## config.mk

```make
export PLATFORM = sky130hd
export DESIGN_NAME = e203_pll_rst_seq
export DESIGN_NICKNAME = d
export VERILOG_FILES = /design/src/rtl/e203_clk_pkg.sv /design/src/rtl/e203_sync2.sv /design/src/rtl/e203_pll_rst_seq.sv
export SDC_FILE = /design/constraint.sdc
export NUM_CORES = 1
export LEC_CHECK = 0
export CAP_MARGIN = 20
export CELL_PAD_IN_SITES_DETAIL_PLACEMENT = 1
export CELL_PAD_IN_SITES_GLOBAL_PLACEMENT = 1
export CORE_MARGIN = 2
export CORE_UTILIZATION = 48
export DETAILED_ROUTE_END_ITERATION = 10
export GPL_TIMING_DRIVEN = 0
export PLACE_DENSITY = 0.91
export SLEW_MARGIN = 25
export SYNTH_ARGS = -nofsm -noshare
export SYNTH_HDL_FRONTEND = slang
export SYNTH_SLANG_ARGS = --single-unit
```

## constraint.sdc

```tcl
create_clock -name clkin -period 5.2 [get_ports clkin]
set_input_delay 1.04 -clock clkin [delete_from_list [all_inputs] [get_ports clkin]]
set_output_delay 1.04 -clock clkin [all_outputs]
set_load 0.005 [all_outputs]
```

## src/rtl/e203_clk_pkg.sv

```systemverilog
// Shared definitions for the E203 clock unit: sequencer state encoding and
// default bring-up timing.
package e203_clk_pkg;

   typedef enum logic [2:0] {
      PLL_RST   = 3'd0,
      WAIT_LOCK = 3'd1,
      STABLE    = 3'd2,
      REL_SYS   = 3'd3,
      RUN       = 3'd4,
      FAIL      = 3'd5
   } clk_state_e;

   localparam int DEF_RST_CYC      = 16;
   localparam int DEF_LOCK_TIMEOUT = 4096;
   localparam int DEF_STABLE_CYC   = 256;
   localparam int DEF_RTC_DLY      = 8;
   localparam int DEF_MAX_RETRY    = 3;
   localparam int DEF_CNT_W        = 16;

endpackage

```

## src/rtl/e203_sync2.sv

```systemverilog
// Generic two-flop synchronizer for single-bit level signals crossing into clk.
module e203_sync2 #(
   parameter logic RST_VAL = 1'b0
) (
   input  logic clk,
   input  logic reset,
   input  logic d,
   output logic q
);

   logic meta_q;
   logic sync_q;

   always_ff @(posedge clk) begin
      if (reset) begin
         meta_q <= RST_VAL;
         sync_q <= RST_VAL;
      end else begin
         meta_q <= d;
         sync_q <= meta_q;
      end
   end

   assign q = sync_q;

endmodule

```

## src/rtl/e203_pll_rst_seq.sv

```systemverilog
// PLL bring-up and reset sequencer: pulses the PLL reset, supervises lock with
// timeout/retry, then releases sys and rtc resets in order.
module e203_pll_rst_seq
   import e203_clk_pkg::*;
#(
   parameter int RST_CYC      = DEF_RST_CYC,
   parameter int LOCK_TIMEOUT = DEF_LOCK_TIMEOUT,
   parameter int STABLE_CYC   = DEF_STABLE_CYC,
   parameter int RTC_DLY      = DEF_RTC_DLY,
   parameter int MAX_RETRY    = DEF_MAX_RETRY,
   parameter int CNT_W        = DEF_CNT_W
) (
   input  logic       clkin,
   input  logic       reset,
   input  logic       pll_lock,
   input  logic       restart,
   output logic       pll_rst,
   output logic       sys_rst,
   output logic       rtc_rst,
   output logic       ready,
   output logic       fail,
   output logic [1:0] retry_cnt
);

   localparam logic [CNT_W-1:0] RST_LD  = CNT_W'(RST_CYC - 1);
   localparam logic [CNT_W-1:0] LOCK_LD = CNT_W'(LOCK_TIMEOUT - 1);
   // The WAIT_LOCK cycle that first sees lock counts as the first stable cycle.
   localparam logic [CNT_W-1:0] STAB_LD = CNT_W'(STABLE_CYC - 2);
   localparam logic [CNT_W-1:0] RTC_LD  = CNT_W'(RTC_DLY - 1);
   localparam logic [CNT_W-1:0] TMR_ONE = CNT_W'(1);
   localparam logic [1:0]       MAX_R   = 2'(MAX_RETRY);

   function automatic logic [1:0] sat_inc(input logic [1:0] v);
      sat_inc = (v == 2'd3) ? v : v + 2'd1;
   endfunction

   logic             lock_s;
   clk_state_e       state_q, state_d;
   logic [CNT_W-1:0] tmr_q, tmr_d;
   logic [1:0]       retry_q, retry_d;
   logic             fail_q, fail_d;
   logic             pll_rst_q, pll_rst_d;
   logic             sys_rst_q, sys_rst_d;
   logic             rtc_rst_q, rtc_rst_d;
   logic             ready_q, ready_d;

   e203_sync2 #(.RST_VAL(1'b0)) u_lock_sync (
      .clk   (clkin),
      .reset (reset),
      .d     (pll_lock),
      .q     (lock_s)
   );

   always_comb begin
      state_d = state_q;
      tmr_d   = tmr_q;
      retry_d = retry_q;
      fail_d  = fail_q;
      if (restart) begin
         state_d = PLL_RST;
         tmr_d   = RST_LD;
         retry_d = 2'd0;
         fail_d  = 1'b0;
      end else begin
         case (state_q)
            PLL_RST: begin
               if (tmr_q == '0) begin
                  state_d = WAIT_LOCK;
                  tmr_d   = LOCK_LD;
               end else begin
                  tmr_d = tmr_q - TMR_ONE;
               end
            end
            WAIT_LOCK: begin
               if (lock_s) begin
                  state_d = STABLE;
                  tmr_d   = STAB_LD;
               end else if (tmr_q == '0) begin
                  retry_d = sat_inc(retry_q);
                  if (retry_q == MAX_R) begin
                     state_d = FAIL;
                     tmr_d   = '0;
                  end else begin
                     state_d = PLL_RST;
                     tmr_d   = RST_LD;
                  end
               end else begin
                  tmr_d = tmr_q - TMR_ONE;
               end
            end
            STABLE: begin
               if (!lock_s) begin
                  state_d = WAIT_LOCK;
                  tmr_d   = LOCK_LD;
               end else if (tmr_q == '0) begin
                  state_d = REL_SYS;
                  tmr_d   = RTC_LD;
               end else begin
                  tmr_d = tmr_q - TMR_ONE;
               end
            end
            REL_SYS: begin
               if (!lock_s) begin
                  state_d = WAIT_LOCK;
                  tmr_d   = LOCK_LD;
                  retry_d = 2'd0;
               end else if (tmr_q == '0) begin
                  state_d = RUN;
                  tmr_d   = '0;
                  retry_d = 2'd0;
               end else begin
                  tmr_d = tmr_q - TMR_ONE;
               end
            end
            RUN: begin
               if (!lock_s) begin
                  state_d = WAIT_LOCK;
                  tmr_d   = LOCK_LD;
                  retry_d = 2'd0;
               end
            end
            FAIL: begin
               state_d = FAIL;
            end
            default: begin
               state_d = PLL_RST;
               tmr_d   = RST_LD;
            end
         endcase
         if (state_d == FAIL) fail_d = 1'b1;
      end
   end

   // Outputs decode the next state so they line up with state_q after the edge.
   always_comb begin
      pll_rst_d = (state_d == PLL_RST) || (state_d == FAIL);
      sys_rst_d = !((state_d == REL_SYS) || (state_d == RUN));
      rtc_rst_d = (state_d != RUN);
      ready_d   = (state_d == RUN);
   end

   always_ff @(posedge clkin) begin
      if (reset) begin
         state_q   <= PLL_RST;
         tmr_q     <= RST_LD;
         retry_q   <= 2'd0;
         fail_q    <= 1'b0;
         pll_rst_q <= 1'b1;
         sys_rst_q <= 1'b1;
         rtc_rst_q <= 1'b1;
         ready_q   <= 1'b0;
      end else begin
         state_q   <= state_d;
         tmr_q     <= tmr_d;
         retry_q   <= retry_d;
         fail_q    <= fail_d;
         pll_rst_q <= pll_rst_d;
         sys_rst_q <= sys_rst_d;
         rtc_rst_q <= rtc_rst_d;
         ready_q   <= ready_d;
      end
   end

   assign pll_rst   = pll_rst_q;
   assign sys_rst   = sys_rst_q;
   assign rtc_rst   = rtc_rst_q;
   assign ready     = ready_q;
   assign fail      = fail_q;
   assign retry_cnt = retry_q;

endmodule

```

# After elaboration in Yosys (flattened, before gate mapping)
# Index checks and enable logic that the tools add are counted.
totals:
  ff_bits: 28
  in_bits: 4
  output_inout_bits: 7
  wordCells: 68
op_classes:
  addsub: 2
  n_eq_ne: 16
  n_mux: 29
  bitwise_logic: 1
  n_reduce_logical: 10
op_table:
  columns: ["op", "n"]
  rows:
  - ["$mux 16", 8]
  - ["$pmux 16 s6", 1]
  - ["$mux 3", 11]
  - ["$pmux 3 s6", 1]
  - ["$logic_not 16->1", 1]
  - ["$sub 16x1->16 const B", 1]
  - ["$eq 3x3->1 const B", 5]
  - ["$mux 2", 6]
  - ["$eq 3x2->1 const B", 3]
  - ["$ne 2x2->1 const B", 4]
  - ["$logic_not 3->1", 2]
  - ["$ne 3x3->1 const B", 2]
  - ["$pmux 2 s3", 1]
  - ["$reduce_and 6->1", 1]
  - ["$mux 4", 1]
  - ["$eq 3x1->1 const B", 1]
  - ["$reduce_bool 3->1", 1]
  - ["$add 2x1->2 const B", 1]
  - ["$eq 2x2->1 const B", 1]
  - ["$logic_or 1x1->1", 2]
  - ["$reduce_and 2->1", 1]
  - ["$reduce_or 2->1", 1]
  - ["$logic_not 1->1", 1]
  - ["$not 1->1", 1]

# Depth between registers and ports, before layout
depth:
  depth_word: 10
  depth_mapped: 8
  ltp_nobuf: 7

# Cells and area by module
# Synthesis repeated with hierarchy kept, for this count alone.
hier_totals:
  hier_cells: 231
  area_unflattened_um2: 1806.7
by_module_without_submodules:
  columns: ["mod", "instances", "cells_per_inst", "area_per_inst_um2", "seq_area_each_um2"]
  rows:
  - ["e203_pll_rst_seq", 1, 227, 1754.2, 520.5]
  - ["e203_sync2", 1, 4, 52.6, 40.0]

# Worst setup path after synthesis
# OpenSTA, ideal clock, no wires.
synth_path:
  path_type: "in2reg"
  start: "in restart"
  end: "reg tmr_q[12]"
  setup_time_ns: 0.064
  arrival_time_ns: 1.951
  required_time_ns: 5.136
  slack_ns: 3.185
  cell_stages: 4
  path_buffers: 1
  path_cell_list: "or2_2 clkbuf_1 a2111o_1 nor2_1"
synth_via:
  elab_chain_len: 1
synth_rtl:
  columns: ["item", "line", "source"]
  rows:
  - ["start: declaration", "e203_pll_rst_seq.sv:16", "input logic restart,"]
  - ["$reduce_or 2->1 (no source line)", null, null]
  - ["end signal: assignment", "e203_pll_rst_seq.sv:154", "tmr_q <= tmr_d;"]
  - ["end: declaration", "e203_pll_rst_seq.sv:39", "logic [CNT_W-1:0] tmr_q, tmr_d;"]
# No other way between the ends.
# A chain may end at the register's enable or synchronous reset.

# Worst setup path after layout
layout_path:
  start: "reg tmr_q[6]"
  end: "reg tmr_q[2]"
layout_via:
  elab_chain_len: 4
  elab_cells_between_ends: 9
  cone_classes: "mux: 8; reduce/logical: 1"
layout_rtl:
  columns: ["item", "line", "source"]
  rows:
  - ["$logic_not 16->1 *", null, null]
  - ["$mux 16 (on tied branches)", "e203_pll_rst_seq.sv:107, e203_pll_rst_seq.sv:78, e203_pll_rst_seq.sv:95", null]
  - ["$mux 16 (on tied branches)", "e203_pll_rst_seq.sv:103, e203_pll_rst_seq.sv:75, e203_pll_rst_seq.sv:92", null]
  - ["$pmux 16 s6 *", "e203_pll_rst_seq.sv:65", "case (state_q)"]
# Mark *: on every way between the ends. The rest lies on a longest branch, timed or not.

==> impl_metrics.xml <==
<?xml version="1.0" encoding="UTF-8"?>
<metrics>
  <group name="run_status">
    <metric name="run_status" unit="">finished, final reports clean</metric>
  </group>
  <group name="yosys">
    <metric name="synth-main-ff-cell" unit="">sky130_fd_sc_hd__dfxtp_1</metric>
    <metric name="edff_count_synth" unit="">0</metric>
    <metric name="synth-seq-cells" unit="">28</metric>
    <metric name="seq_area_frac_synth" unit="%">28.5</metric>
    <metric name="avgSynthCellArea" unit="sq um">7.90</metric>
    <metric name="synth.lib_cells_used.distinct" unit="">64</metric>
    <metric name="number_of_warnings_issued_by_yosys" unit="">0</metric>
    <metric name="synth.top_cell.area_share" unit="%">28.5</metric>
    <metric name="syn_area" unit="sq mm">0.00197</metric>
    <metric name="synth.area.mux_share" unit="%">1.02</metric>
    <metric name="number_of_nets_produced_by_synthesis" unit="">255</metric>
    <metric name="synth-adder-area-share" unit="%">1.27</metric>
    <metric name="synth_cells" unit="">249</metric>
    <metric name="simple_gate_share_of_the_synthesized_area" unit="%">31.8</metric>
    <metric name="yosys-top-cells-area" unit="">sky130_fd_sc_hd__dfxtp_1, sky130_fd_sc_hd__nor2_1, sky130_fd_sc_hd__a21oi_1, sky130_fd_sc_hd__nand2_1, sky130_fd_sc_hd__nor3_1</metric>
    <metric name="async_reset_ff_share" unit="%">0</metric>
    <metric name="synth_top_family_by_area" unit="">simple AND/OR/NAND/NOR gates</metric>
    <metric name="post_synth_xor_area_fraction" unit="%">4.45</metric>
    <metric name="synthDominantAreaCellType" unit="">sky130_fd_sc_hd__dfxtp_1</metric>
    <metric name="synth_compound_gate_area_share" unit="%">26.8</metric>
  </group>
  <group name="cells_and_area">
    <metric name="area_growth" unit="%">11.1</metric>
    <metric name="antenna_diode_count" unit="">0</metric>
    <metric name="num-nets-final" unit="">270</metric>
    <metric name="drive_gt1_share" unit="%">11.8</metric>
  </group>
  <group name="floorplan">
    <metric name="die_y" unit="um">68.0</metric>
    <metric name="design.core.area" unit="sq mm">0.00397</metric>
    <metric name="ios" unit="">11</metric>
    <metric name="dieWidth" unit="um">68.0</metric>
    <metric name="initial_standard_cell_utilization_of_the_core" unit="%">49.6</metric>
    <metric name="fp.dieArea" unit="sq mm">0.00463</metric>
    <metric name="placement_rows" unit="">23</metric>
  </group>
  <group name="setup_path">
    <metric name="worst_setup_path_end_kind" unit="">flip-flop</metric>
    <metric name="worstPathRequired" unit="ns">5.43</metric>
    <metric name="critical_path.startpoint_type" unit="">flip-flop</metric>
    <metric name="critPathArrivalTime" unit="ns">2.72</metric>
    <metric name="timing.setup.critical_path_class" unit="">reg -&gt; reg</metric>
    <metric name="cp_max_fo" unit="">10</metric>
  </group>
  <group name="worst_hold_path">
    <metric name="holdCritPathClass" unit="">reg -&gt; reg</metric>
  </group>
  <group name="global_route">
    <metric name="largest_net_degree_at_the_start_of_global_routing" unit="">16</metric>
    <metric name="use_met1" unit="%">41.5</metric>
    <metric name="globalRouteOverflowTotal" unit="">0</metric>
    <metric name="grt_antenna_before_repair" unit="">0</metric>
    <metric name="grtUsageTotal" unit="%">31.9</metric>
    <metric name="groute.layer.met2.usage" unit="%">50.2</metric>
    <metric name="wire_length_of_the_first_global_routing_pass" unit="mm">10.8</metric>
    <metric name="first_global_vias" unit="">2113</metric>
    <metric name="globalRouteMet3Util" unit="%">5.43</metric>
    <metric name="top_usage_layer" unit="">met2</metric>
  </group>
  <group name="place">
    <metric name="place.detailed.hpwl" unit="mm">4.81</metric>
    <metric name="placement.io_buffers" unit="">10</metric>
    <metric name="placer_congestion" unit="">0.938</metric>
    <metric name="detailedPlace.worstSlack" unit="ns">2.45</metric>
  </group>
  <group name="clocking">
    <metric name="clock_slew_at_the_register_clock_pins_of_the_worst_setup_and_hold_paths" unit="ns">0.10</metric>
    <metric name="clkSinkCount" unit="">28</metric>
    <metric name="cts.root.buffer_cell" unit="">sky130_fd_sc_hd__clkbuf_8</metric>
    <metric name="max-clock-path-buffers" unit="">2</metric>
    <metric name="post_cts_sizing_count" unit="">0</metric>
    <metric name="cts_tree" unit="">built</metric>
    <metric name="post-cts-setup-buffers" unit="">0</metric>
    <metric name="number_of_buffers_added_to_fix_hold_violations_after_cts" unit="">0</metric>
    <metric name="clock_latency" unit="ns">0.29</metric>
    <metric name="cts_buffers" unit="">3</metric>
    <metric name="htree_num_levels" unit="">1</metric>
  </group>
  <group name="sta">
    <metric name="setup-tns-final" unit="ns">0</metric>
    <metric name="max_freq" unit="MHz">401</metric>
    <metric name="slew_headroom" unit="%">47.3</metric>
    <metric name="finalMaxSlewViolations" unit="">0</metric>
    <metric name="final_hold_viol_count" unit="">0</metric>
    <metric name="crit_path_time_final" unit="ns">2.49</metric>
    <metric name="worst_tran_pin_value" unit="ns">0.785</metric>
    <metric name="grt_setup_unrepaired" unit="">no</metric>
    <metric name="fin_crit_sh" unit="%">47.9</metric>
    <metric name="setup_violations" unit="">0</metric>
    <metric name="clock-skew-final" unit="ns">0.00485</metric>
    <metric name="setup_ws" unit="ns">2.71</metric>
  </group>
  <group name="pwr">
    <metric name="max-vdd-ir-drop" unit="uV">78.6</metric>
    <metric name="design_power_total" unit="mW">0.383</metric>
    <metric name="cellLeakagePower" unit="nW">0.778</metric>
    <metric name="powerDensity" unit="mW/mm^2">175</metric>
  </group>
  <group name="detailed_routing">
    <metric name="dr.first_iter.drc_count" unit="">195</metric>
    <metric name="post-route-drc-count" unit="">0</metric>
    <metric name="detail_route.first_pass.iterations" unit="">4</metric>
    <metric name="drt-wirelength-per-cell" unit="um">21.5</metric>
    <metric name="postRouteAntennaNets" unit="">0</metric>
    <metric name="vias" unit="">2094</metric>
    <metric name="post_drt_via_cell_ratio" unit="">6.69</metric>
    <metric name="wirelength" unit="mm">6.73</metric>
  </group>
  <group name="run">
    <metric name="maxCapViolCount" unit="">0</metric>
  </group>
</metrics>
==> cells in the final DEF (no fill, tap or decap), types with 6 or more instances in the layout <==
cell                              Yosys  routed
sky130_fd_sc_hd__nor2b_1              7       7
sky130_fd_sc_hd__nor3_1               9       9
sky130_fd_sc_hd__a21oi_1             20      20
sky130_fd_sc_hd__clkdlybuf4s50_1      0      10
sky130_fd_sc_hd__inv_1                6       6
sky130_fd_sc_hd__o21ai_0              9       9
sky130_fd_sc_hd__clkbuf_1             8       8
sky130_fd_sc_hd__nor2_1              29      29
sky130_fd_sc_hd__a31oi_1              6       6
sky130_fd_sc_hd__dfxtp_1             28      28
sky130_fd_sc_hd__nand2_1             14      14
sky130_fd_sc_hd__nand3_1              8       8
==> critical path: stages (launching register included) <==
cell and delay [ns]:
sky130_fd_sc_hd__dfxtp_1 0.32, sky130_fd_sc_hd__buf_6 0.13, sky130_fd_sc_hd__nor4_4 0.72, sky130_fd_sc_hd__nand4_4 0.35, sky130_fd_sc_hd__o31ai_1 0.64, sky130_fd_sc_hd__a21oi_1 0.12
sky130_fd_sc_hd__o21ai_1 0.15
==> per-layer routing <==
metal | wire (um) | vias to the layer above
met5 | 0 | -
met1 | 2930 | 1036
li1 | - | 942
met2 | 3150 | 91
met3 | 411 | 25
met4 | 242 | 0
==> cells in the mapped netlist (all sizes together) (6+ instances only) <==
cell and count:
nor2 29, dfxtp 28, a21oi 20, nand2 15
buf 10, o21ai 10, nor3 9, clkbuf 8
nand3 8, nor2b 7, nor4 7, a31oi 6
inv 6
==> report_power, final <==
group / internal (mW) / switching, mW
combinational: 0.00777 / 0.0122
sequential: 0.216 / 0.00115
clock: 0.0683 / 0.0776
total: 0.292 / 0.0909
==> cell type report <==
class / count / area (sq um)
flip-flops and latches: 28 / 561
clock buffers: 4 / 55.1
inverters: 6 / 22.5
multi-input cells: 197 / 1290
repair buffers: 10 / 100
fillers: 518 / 1790
plain buffers: 18 / 98.8
well taps: 50 / 62.6
==> state kept, by name, indices dropped and copies added, names as in the netlist <==
register,count
tmr_q,16
fail,1
rtc_rst,1
u_lock_sync.meta_q,1
retry_cnt,2
u_lock_sync.q,1
pll_rst,1
ready,1
sys_rst,1
state_q,3
==> final timing paths <==
| kind | startpoint | cells after the start | slack (ns) | endpoint |
|---|---|---|---|---|
| setup / recovery | tmr_q[6] | 6 | 2.71 | tmr_q[2] |
| hold / removal | u_lock_sync.meta_q | 1 | 0.45 | u_lock_sync.q |
| setup reg to reg | tmr_q[6] | 6 | 2.71 | tmr_q[2] |
| hold reg to reg | u_lock_sync.meta_q | 1 | 0.45 | u_lock_sync.q |
==> stage by stage <==
| stage | util [%] | hold WS, ns | area (sq um) | std cells |
|---|---|---|---|---|
| after CTS | 55.0 | 0.460 | 2190 | 313 |
| after floorplan | - | 0.414 | 1970 | 249 |
| after global placement | 53.7 | 0.417 | 2130 | 309 |
| final | 55.0 | 0.454 | 2190 | 313 |
| after detailed placement | 53.7 | 0.436 | 2130 | 309 |
| after global routing | 55.0 | 0.463 | 2190 | 313 |
==> kinds of logic after synthesis <==
logic type      after synthesis
simple gates                108
compound gates               75
flops                        28
xor+xnor                     10
fa+ha+maj                     2
mux                           2
buf+inv                      24
Power figures use the tool's default switching activity.
